===== src/rtl/uart_pkg.sv =====
// Shared definitions for the UART transmit path: default byte width, frame size
// and the scheduler state encoding.
package uart_pkg;

  localparam int unsigned UART_DATA_WIDTH = 8;
  localparam int unsigned FRAME_WIDTH     = UART_DATA_WIDTH + 3;

  typedef enum logic [1:0] {
    IDLE,
    ISSUE,
    WAIT_START,
    WAIT_DONE
  } sched_state_t;

endpackage


===== src/rtl/uart_tx_scheduler_rr_arbiter.sv =====
// Combinational round-robin pick: first set request strictly after ptr, with wrap.
// The pointer register is owned by the caller.
module rr_arbiter #(
  parameter  int unsigned NUM_REQ = 4,
  localparam int unsigned IDX_W   = $clog2(NUM_REQ)
) (
  input  logic [NUM_REQ-1:0] req,
  input  logic [IDX_W-1:0]   ptr,
  output logic [NUM_REQ-1:0] grant,
  output logic [IDX_W-1:0]   grant_idx,
  output logic               any_req
);

  logic [IDX_W-1:0] idx;

  // Scan farthest-first so the nearest candidate after ptr is the last write.
  always_comb begin
    grant     = '0;
    grant_idx = '0;
    idx       = '0;
    any_req   = |req;
    for (int unsigned k = NUM_REQ; k >= 1; k--) begin
      idx = IDX_W'((32'(ptr) + k) % NUM_REQ);
      if (req[idx]) begin
        grant          = '0;
        grant[idx]     = 1'b1;
        grant_idx      = idx;
      end
    end
  end

endmodule


===== src/rtl/uart_tx_scheduler.sv =====
// Shares one uart_tx between NUM_REQ byte producers: round-robin grant, one
// transmit pulse per frame, busy tracking with a start timeout.
module uart_tx_scheduler
  import uart_pkg::*;
#(
  parameter  int unsigned NUM_REQ       = 4,
  parameter  int unsigned DATA_WIDTH    = UART_DATA_WIDTH,
  parameter  int unsigned START_TIMEOUT = 16,
  localparam int unsigned IDX_W         = $clog2(NUM_REQ),
  localparam int unsigned CNT_W         = $clog2(START_TIMEOUT + 1)
) (
  input  logic                          clk,
  input  logic                          reset,
  input  logic [NUM_REQ-1:0]            req,
  input  logic [NUM_REQ*DATA_WIDTH-1:0] req_data,
  output logic [NUM_REQ-1:0]            req_ack,
  output logic [NUM_REQ-1:0]            req_done,
  output logic [DATA_WIDTH-1:0]         tx_data,
  output logic                          tx_transmit,
  input  logic                          tx_busy,
  output logic [IDX_W-1:0]              owner,
  output logic                          active,
  output logic                          start_err
);

  sched_state_t          state_q, state_d;
  logic [IDX_W-1:0]      ptr_q, ptr_d;
  logic [IDX_W-1:0]      owner_q, owner_d;
  logic [DATA_WIDTH-1:0] data_q, data_d;
  logic [NUM_REQ-1:0]    ack_q, ack_d;
  logic [NUM_REQ-1:0]    done_q, done_d;
  logic                  xmit_q, xmit_d;
  logic                  active_q, active_d;
  logic                  err_q, err_d;
  logic [CNT_W-1:0]      cnt_q, cnt_d;

  logic [NUM_REQ-1:0]    grant;
  logic [IDX_W-1:0]      grant_idx;
  logic                  any_req;

  rr_arbiter #(.NUM_REQ(NUM_REQ)) u_arb (
    .req       (req),
    .ptr       (ptr_q),
    .grant     (grant),
    .grant_idx (grant_idx),
    .any_req   (any_req)
  );

  always_ff @(posedge clk or posedge reset) begin
    if (reset) begin
      state_q  <= IDLE;
      ptr_q    <= IDX_W'(NUM_REQ - 1);
      owner_q  <= '0;
      data_q   <= '0;
      ack_q    <= '0;
      done_q   <= '0;
      xmit_q   <= 1'b0;
      active_q <= 1'b0;
      err_q    <= 1'b0;
      cnt_q    <= '0;
    end else begin
      state_q  <= state_d;
      ptr_q    <= ptr_d;
      owner_q  <= owner_d;
      data_q   <= data_d;
      ack_q    <= ack_d;
      done_q   <= done_d;
      xmit_q   <= xmit_d;
      active_q <= active_d;
      err_q    <= err_d;
      cnt_q    <= cnt_d;
    end
  end

  always_comb begin
    state_d  = state_q;
    ptr_d    = ptr_q;
    owner_d  = owner_q;
    data_d   = data_q;
    ack_d    = '0;
    done_d   = '0;
    xmit_d   = 1'b0;
    active_d = active_q;
    err_d    = 1'b0;
    cnt_d    = cnt_q;
    unique case (state_q)
      IDLE: begin
        if (any_req) begin
          ptr_d    = grant_idx;
          owner_d  = grant_idx;
          ack_d    = grant;
          xmit_d   = 1'b1;
          active_d = 1'b1;
          state_d  = ISSUE;
          for (int unsigned i = 0; i < NUM_REQ; i++) begin
            if (grant[i]) data_d = req_data[i*DATA_WIDTH +: DATA_WIDTH];
          end
        end
      end
      ISSUE: begin
        cnt_d   = '0;
        state_d = WAIT_START;
      end
      WAIT_START: begin
        if (tx_busy) begin
          state_d = WAIT_DONE;
        end else if (cnt_q == CNT_W'(START_TIMEOUT - 1)) begin
          // Pointer is left on the failed requester so it drops to lowest priority.
          err_d    = 1'b1;
          active_d = 1'b0;
          state_d  = IDLE;
        end else begin
          cnt_d = cnt_q + 1'b1;
        end
      end
      WAIT_DONE: begin
        if (!tx_busy) begin
          for (int unsigned i = 0; i < NUM_REQ; i++) begin
            done_d[i] = (owner_q == IDX_W'(i));
          end
          active_d = 1'b0;
          state_d  = IDLE;
        end
      end
      default: state_d = IDLE;
    endcase
  end

  assign req_ack     = ack_q;
  assign req_done    = done_q;
  assign tx_data     = data_q;
  assign tx_transmit = xmit_q;
  assign owner       = owner_q;
  assign active      = active_q;
  assign start_err   = err_q;

endmodule


===== config.mk =====
export PLATFORM = sky130hd
export DESIGN_NAME = uart_tx_scheduler
export DESIGN_NICKNAME = d
export VERILOG_FILES = /design/src/rtl/uart_pkg.sv /design/src/rtl/uart_tx_scheduler_rr_arbiter.sv /design/src/rtl/uart_tx_scheduler.sv
export SDC_FILE = /design/constraint.sdc
export NUM_CORES = 1
export LEC_CHECK = 0
export CAP_MARGIN = 20
export CORE_MARGIN = 1
export CORE_UTILIZATION = 48
export CTS_CLUSTER_DIAMETER = 80
export DETAILED_ROUTE_END_ITERATION = 10
export DONT_BUFFER_PORTS = 1
export GPL_TIMING_DRIVEN = 0
export PLACE_DENSITY = 0.65
export REMOVE_ABC_BUFFERS = 1
export SYNTH_ARGS = -nofsm -noshare
export SYNTH_HDL_FRONTEND = slang
export SYNTH_SLANG_ARGS = --single-unit

===== constraint.sdc =====
create_clock -name clk -period 3.35 [get_ports clk]
set_input_delay 0.335 -clock clk [delete_from_list [all_inputs] [get_ports clk]]
set_output_delay 0.335 -clock clk [all_outputs]
set_load 0.005 [all_outputs]

# After elaboration in Yosys (flattened, before gate mapping)
# Cells that the tools add are included.
# totals
register_bits	30
in_bits	39
output_inout_bits	21
wordCells	101
# op_classes
n_addsub	5
n_lt_le_gt_ge	8
eq_ne	13
mux	50
n_reduce_logical	15
# op_table
op	count
$mux W4	8
$mux W8	4
$mux W1	17
$mux W2	8
$lt A2 B3 Y1 const B	4
$mux W5	2
$ne A2 B2 Y1 const B	5
$pmux W5 S2	1
$reduce_and A3 Y1	3
$bmux W1 S2	4
$demux W1 S2	4
$eq A2 B2 Y1 const B	4
$ge A2 B1 Y1 const B	4
$pmux W2 S4	1
$add A5 B1 Y5 const B	1
$eq A5 B4 Y1 const B	1
$reduce_and A5 Y1	1
$add A2 B1 Y2 const B	2
$add A2 B2 Y2 const B	2
$eq A2 B1 Y1 const B	2
$logic_and A1 B1 Y1	4
$logic_not A2 Y1	2
$reduce_bool A4 Y1	1
$reduce_or A4 Y1	1
other kinds (5)	5

# Longest topological paths before layout
# depth
ltp_word	13
mapped_depth	12

# Cells and area by module
# A second synthesis with hierarchy kept.
# unflattened
cells_unflattened	221
area_unflattened_um2	2074.5
# by_module_without_submodules
mod	n_inst	cells_per_inst	area_per_inst_um2	seq_area_each_um2
uart_tx_scheduler	1	163	1640.3	753.2
rr_arbiter	1	58	434.2	0.0

# Worst setup path before layout
# Ideal clock, no wire load.
# synth_path
kind	reg2reg
start	reg ptr_q[1]
end	reg data_q[7] (netlist: tx_data[7])
setup_ps	86
arrival_time_ps	3197
path_slack_ps	67
path_stages_with_launch	13
period_less_slack_ps	3283
path_cell_list	dfstp_2 -> buf_2 -> inv_1 -> ha_1 -> buf_6 -> mux4_2 -> a21oi_1 -> and3_1 -> buf_6 -> a21oi_4 -> or4_4 -> buf_6 -> a32oi_1
# synth_between
elab_chain_len	12
# synth_lines
element	line	source
start, declared	uart_tx_scheduler.sv:27	logic [IDX_W-1:0] ptr_q, ptr_d;
start signal, assigned	uart_tx_scheduler.sv:52	ptr_q <= IDX_W'(NUM_REQ - 1);
start signal, assigned	uart_tx_scheduler.sv:63	ptr_q <= ptr_d;
$add A2 B1 Y2	uart_tx_scheduler_rr_arbiter.sv:23	idx = IDX_W'((32'(ptr) + k) % NUM_REQ);
$lt A2 B3 Y1 (implied by the code) / $ge A2 B1 Y1 (equally long branches)	uart_tx_scheduler_rr_arbiter.sv:26	grant[idx] = 1'b1;
$logic_and A1 B1 Y1 (implied by the code)	uart_tx_scheduler_rr_arbiter.sv:26	
$mux W1 (implied by the code)	uart_tx_scheduler_rr_arbiter.sv:26	
$demux W1 S2	--	
$mux W4 (3 in series)	uart_tx_scheduler_rr_arbiter.sv:24	if (req[idx]) begin
$mux W4 *	uart_tx_scheduler_rr_arbiter.sv:24	
$mux W8 (3 in series)	uart_tx_scheduler.sv:96	if (grant[i]) data_d = req_data[i*DATA_WIDTH +: DATA_WIDTH];
end signal, assigned	uart_tx_scheduler.sv:65	data_q <= data_d;
end, declared	uart_tx_scheduler.sv:29	logic [DATA_WIDTH-1:0] data_q, data_d;
# Every way passes the cells marked *; elsewhere a longest branch is shown, timed or not. The select of a mux whose other input is x is not followed.
# A chain may end at the register's enable or synchronous reset.

# Worst setup path after layout
# Ends and elaborated chain as after synthesis.

==> results by group <==
Run status
  • Outcome: finished with violations
  • Failing checks: DRC

Global routing
  • Initial antenna violation count: 0
  • Vias in the first global route: 1929
  • Largest net degree at the start of global routing: 21
  • GRT busiest layer: met2
  • Met2 Use GR: 35.0%
  • First-pass GRT wire length: 9140 um
  • Met1 Resource Use GR: 32.2%
  • GRT Total Usage: 23.1%
  • GRT met3 Usage: 7.55%
  • Total gr overflow: 0

Logic synthesis
  • Top cells by area, synth: dfrtp_1 (30%), ha_1 (7.1%), a21oi_1 (5.0%)
  • Post-synthesis sequential element count: 30
  • Synth Instances: 253
  • Share of the synthesized area in the top cell type: 30.5%
  • Cell area after synthesis: 0.00230 mm^2
  • Post-synth EDFFs: 0
  • Cell variety after synth: 61
  • Main synth FF type: dfrtp_1
  • FFs w/ async S/R, synth: 100%
  • YS warnings: 0
  • Yosys top cell by area: dfrtp_1
  • Post-synthesis sequential area ratio: 32.8%
  • Synthesized area per cell: 9.08 um^2

Worst setup path
  • CP Data Required Time: 3550 ps
  • Reg2reg setup slack: 190 ps
  • Crit Path Class: reg -> reg
  • Setup crit start kind: flop
  • Slowest-stage cell, CP: dfstp_4
  • RR Startpoint: ptr_q[1]
  • Family with the most delay on the worst path: flip-flops
  • Worst Path Arrival: 3360 ps
  • Worst R2R Path Depth: 7
  • Critical Path, Cell by Cell: clkinvlp_4, ha_4, mux4_2, buf_4, o31a_4, or4_4, a32oi_1
  • CP bufs+invs: 2
  • CP Depth: 7
  • Critical Path Max Stage Delay: 630 ps
  • CP Max Fanout: 10
  • R2r endpoint: tx_data[7]
  • Setup crit end kind: flop

Place
  • Routability cong.: 0.777
  • Post-detail-place hpwl: 3760 um
  • Port bufs: 0
  • Post-placement cell count: 289

Die
  • Placeable core area: 0.00447 mm^2
  • Site Rows: 24
  • Die height: 71.2 um
  • Initial core utilization: 51.4%
  • Area of the die: 0.00507 mm^2
  • I/O pin count: 60
  • Die width: 71.2 um

STA
  • Clock skew: 6.82 ps
  • Fin crit period: 3160 ps
  • Hold_ws: 123 ps
  • Final Setup Violations: 0
  • Unrepaired setup endpoints after global routing: no
  • Max-Slew Margin vs Limit: 57.5%
  • Fin. Hold Viols: 0
  • Fin crit share: 94.3%
  • Actual slew at the worst max-slew pin: 628 ps
  • Highest clock rate: 316 MHz
  • Final slew viol count: 0

Flow run
  • # Max-Cap Violations: 0

Cells and area
  • Area delta synth->final: 13.1%
  • Sequential cell area: 761 um^2
  • Layout Nets: 308
  • Filler instances: 388
  • Non-Filler Instances: 309
  • Final core utilization: 58.1%
  • Antenna cells: 0
  • Commonest non-fill, non-tap cells in the layout: dfrtp_1 (28), nand2_1 (26), a21oi_1 (22)
  • Commonest non-fill, non-tap cell in the layout: dfrtp_1
  • Share of cells above drive strength 1: 17.5%
  • Multi-input logic area: 0.00147 mm^2

Clock tree
  • CTS root buf: clkbuf_8
  • CTS buffer count: 5
  • CTS tree: yes
  • Clk pin slew, worst setup/hold paths: 70 ps
  • Clock sinks: 30
  • Worst-Skew Late Latency: 280 ps
  • Max clock buf depth: 2
  • H-tree levels: 2

Power
  • Power Density: 1100 mW/mm^2
  • Static Leak: 1.07 nW
  • Peak supply drop: 0.491 mV
  • Pwr Total: 0.00285 W

Routing
  • Antenna Nets Post-Route: 0
  • # DRC: 5
  • Total wire length: 5720 um
  • 1st-iter DRT viols: 170
  • DRT Pass-1 Iters: 7
  • Vias per inst: 6.53
  • DR vias: 2017
  • Routed len/inst: 18.5 um

Min path
  • Min-Delay Path Depth: 1
  • Worst Hold Class: in -> reg
  • Hold wc startpoint: tx_busy
  • Hold EP: req_done[1]
sequential cells by signal, summed over array words and instances (netlist names):
signal and flops:
owner 2, active 1, tx_transmit 1, cnt_q 5, state_q 2, ptr_q 2, tx_data 8, start_err 1
req_ack 4, req_done 4
synth_stat cells, types with 2 or more instances:
cell and count:
inv_1 21, a22oi_1 2, xor2_1 2, o31a_1 2, nand2b_1 3, o22ai_1 6
dfrtp_1 28, a21boi_0 2, buf_2 8, a32oi_1 8, and3_1 2, o21ai_0 7
mux4_2 2, mux2_2 2, dfstp_2 2, buf_6 5, a21oi_1 23, nand4_1 7
mux2i_1 4, clkbuf_1 3, and2_1 3, ha_1 13, nand2_1 26, a31oi_1 2
nor3b_1 9, nor2_1 9, o311ai_0 9, nor4bb_1 2, or2b_1 2, a311o_1 8
what timing repair did:
action / in CTS / in global routing
hold buffers: 1 / 0
hold endpoints to repair: 10 / 0
endpoints found under the setup margin: 9 / 8
setup buffers: 5 / 6
pin swaps: 1 / 2
resized for setup: 25 / 9
logic make-up after synthesis:
group | Yosys count | synth area share (%)
AO/OA/AOI/OAI | 87 | 28.1
XOR/XNOR | 3 | 1.14
adder cells (fa/ha/maj) | 13 | 7.08
AND/OR/NAND/NOR | 73 | 17.7
multiplexers | 8 | 4.68
buffers and inverters | 39 | 8.44
flip-flops | 30 | 32.8
routing by layer:
layer  vias to the layer above  wire [um]
met5                         -          0
met4                         0         78
met3                        12        452
met2                        86       2610
met1                       954       2580
li1                        965          -
worst max-delay path by stage:
stage | start | endpoint | slack, ps
finish | ptr_q[1] | tx_data[7] | 190
global route | ptr_q[1] | tx_data[7] | 100
floorplan | ptr_q[0] | tx_data[7] | -6
global placement | ptr_q[0] | tx_data[4] | -690
detailed placement | ptr_q[0] | tx_data[6] | -650
CTS | ptr_q[0] | tx_data[7] | 40
per-stage QoR:
stage | TNS (ps) | setup WS, ps | cell area, um^2
floorplan | -6.09 | -6.09 | 2190
global placement | -5800 | -692 | 2250
detailed placement | -5420 | -654 | 2280
CTS | 0 | 36.7 | 2530
global route | 0 | 97.4 | 2600
finish | 0 | 190 | 2600
worst reg2reg max path, cell delays in order, from the launching register on:
cell        delay (ps)
dfstp_4            630
clkinvlp_4         110
ha_4               330
mux4_2             630
buf_4              210
o31a_4             410
or4_4              570
a32oi_1            210
cell type report:
class,instances,share of cell area (%)
clock buffer,7,3.32
clock inverter,1,0.192
inverter,22,3.61
multi-input combinational,184,56.6
sequential,30,29.3
tap,52,2.50
timing repair buffer,13,4.52
report_power, final:
part           total [W]  switching (W)  internal [W]  leakage, nW
clock           0.000296       0.000131      0.000165       0.0482
sequential      0.000622       0.000112      0.000510        0.377
combinational    0.00193        0.00113      0.000798        0.647
total            0.00285        0.00137       0.00147         1.07
Power figures use the tool's default switching activity.
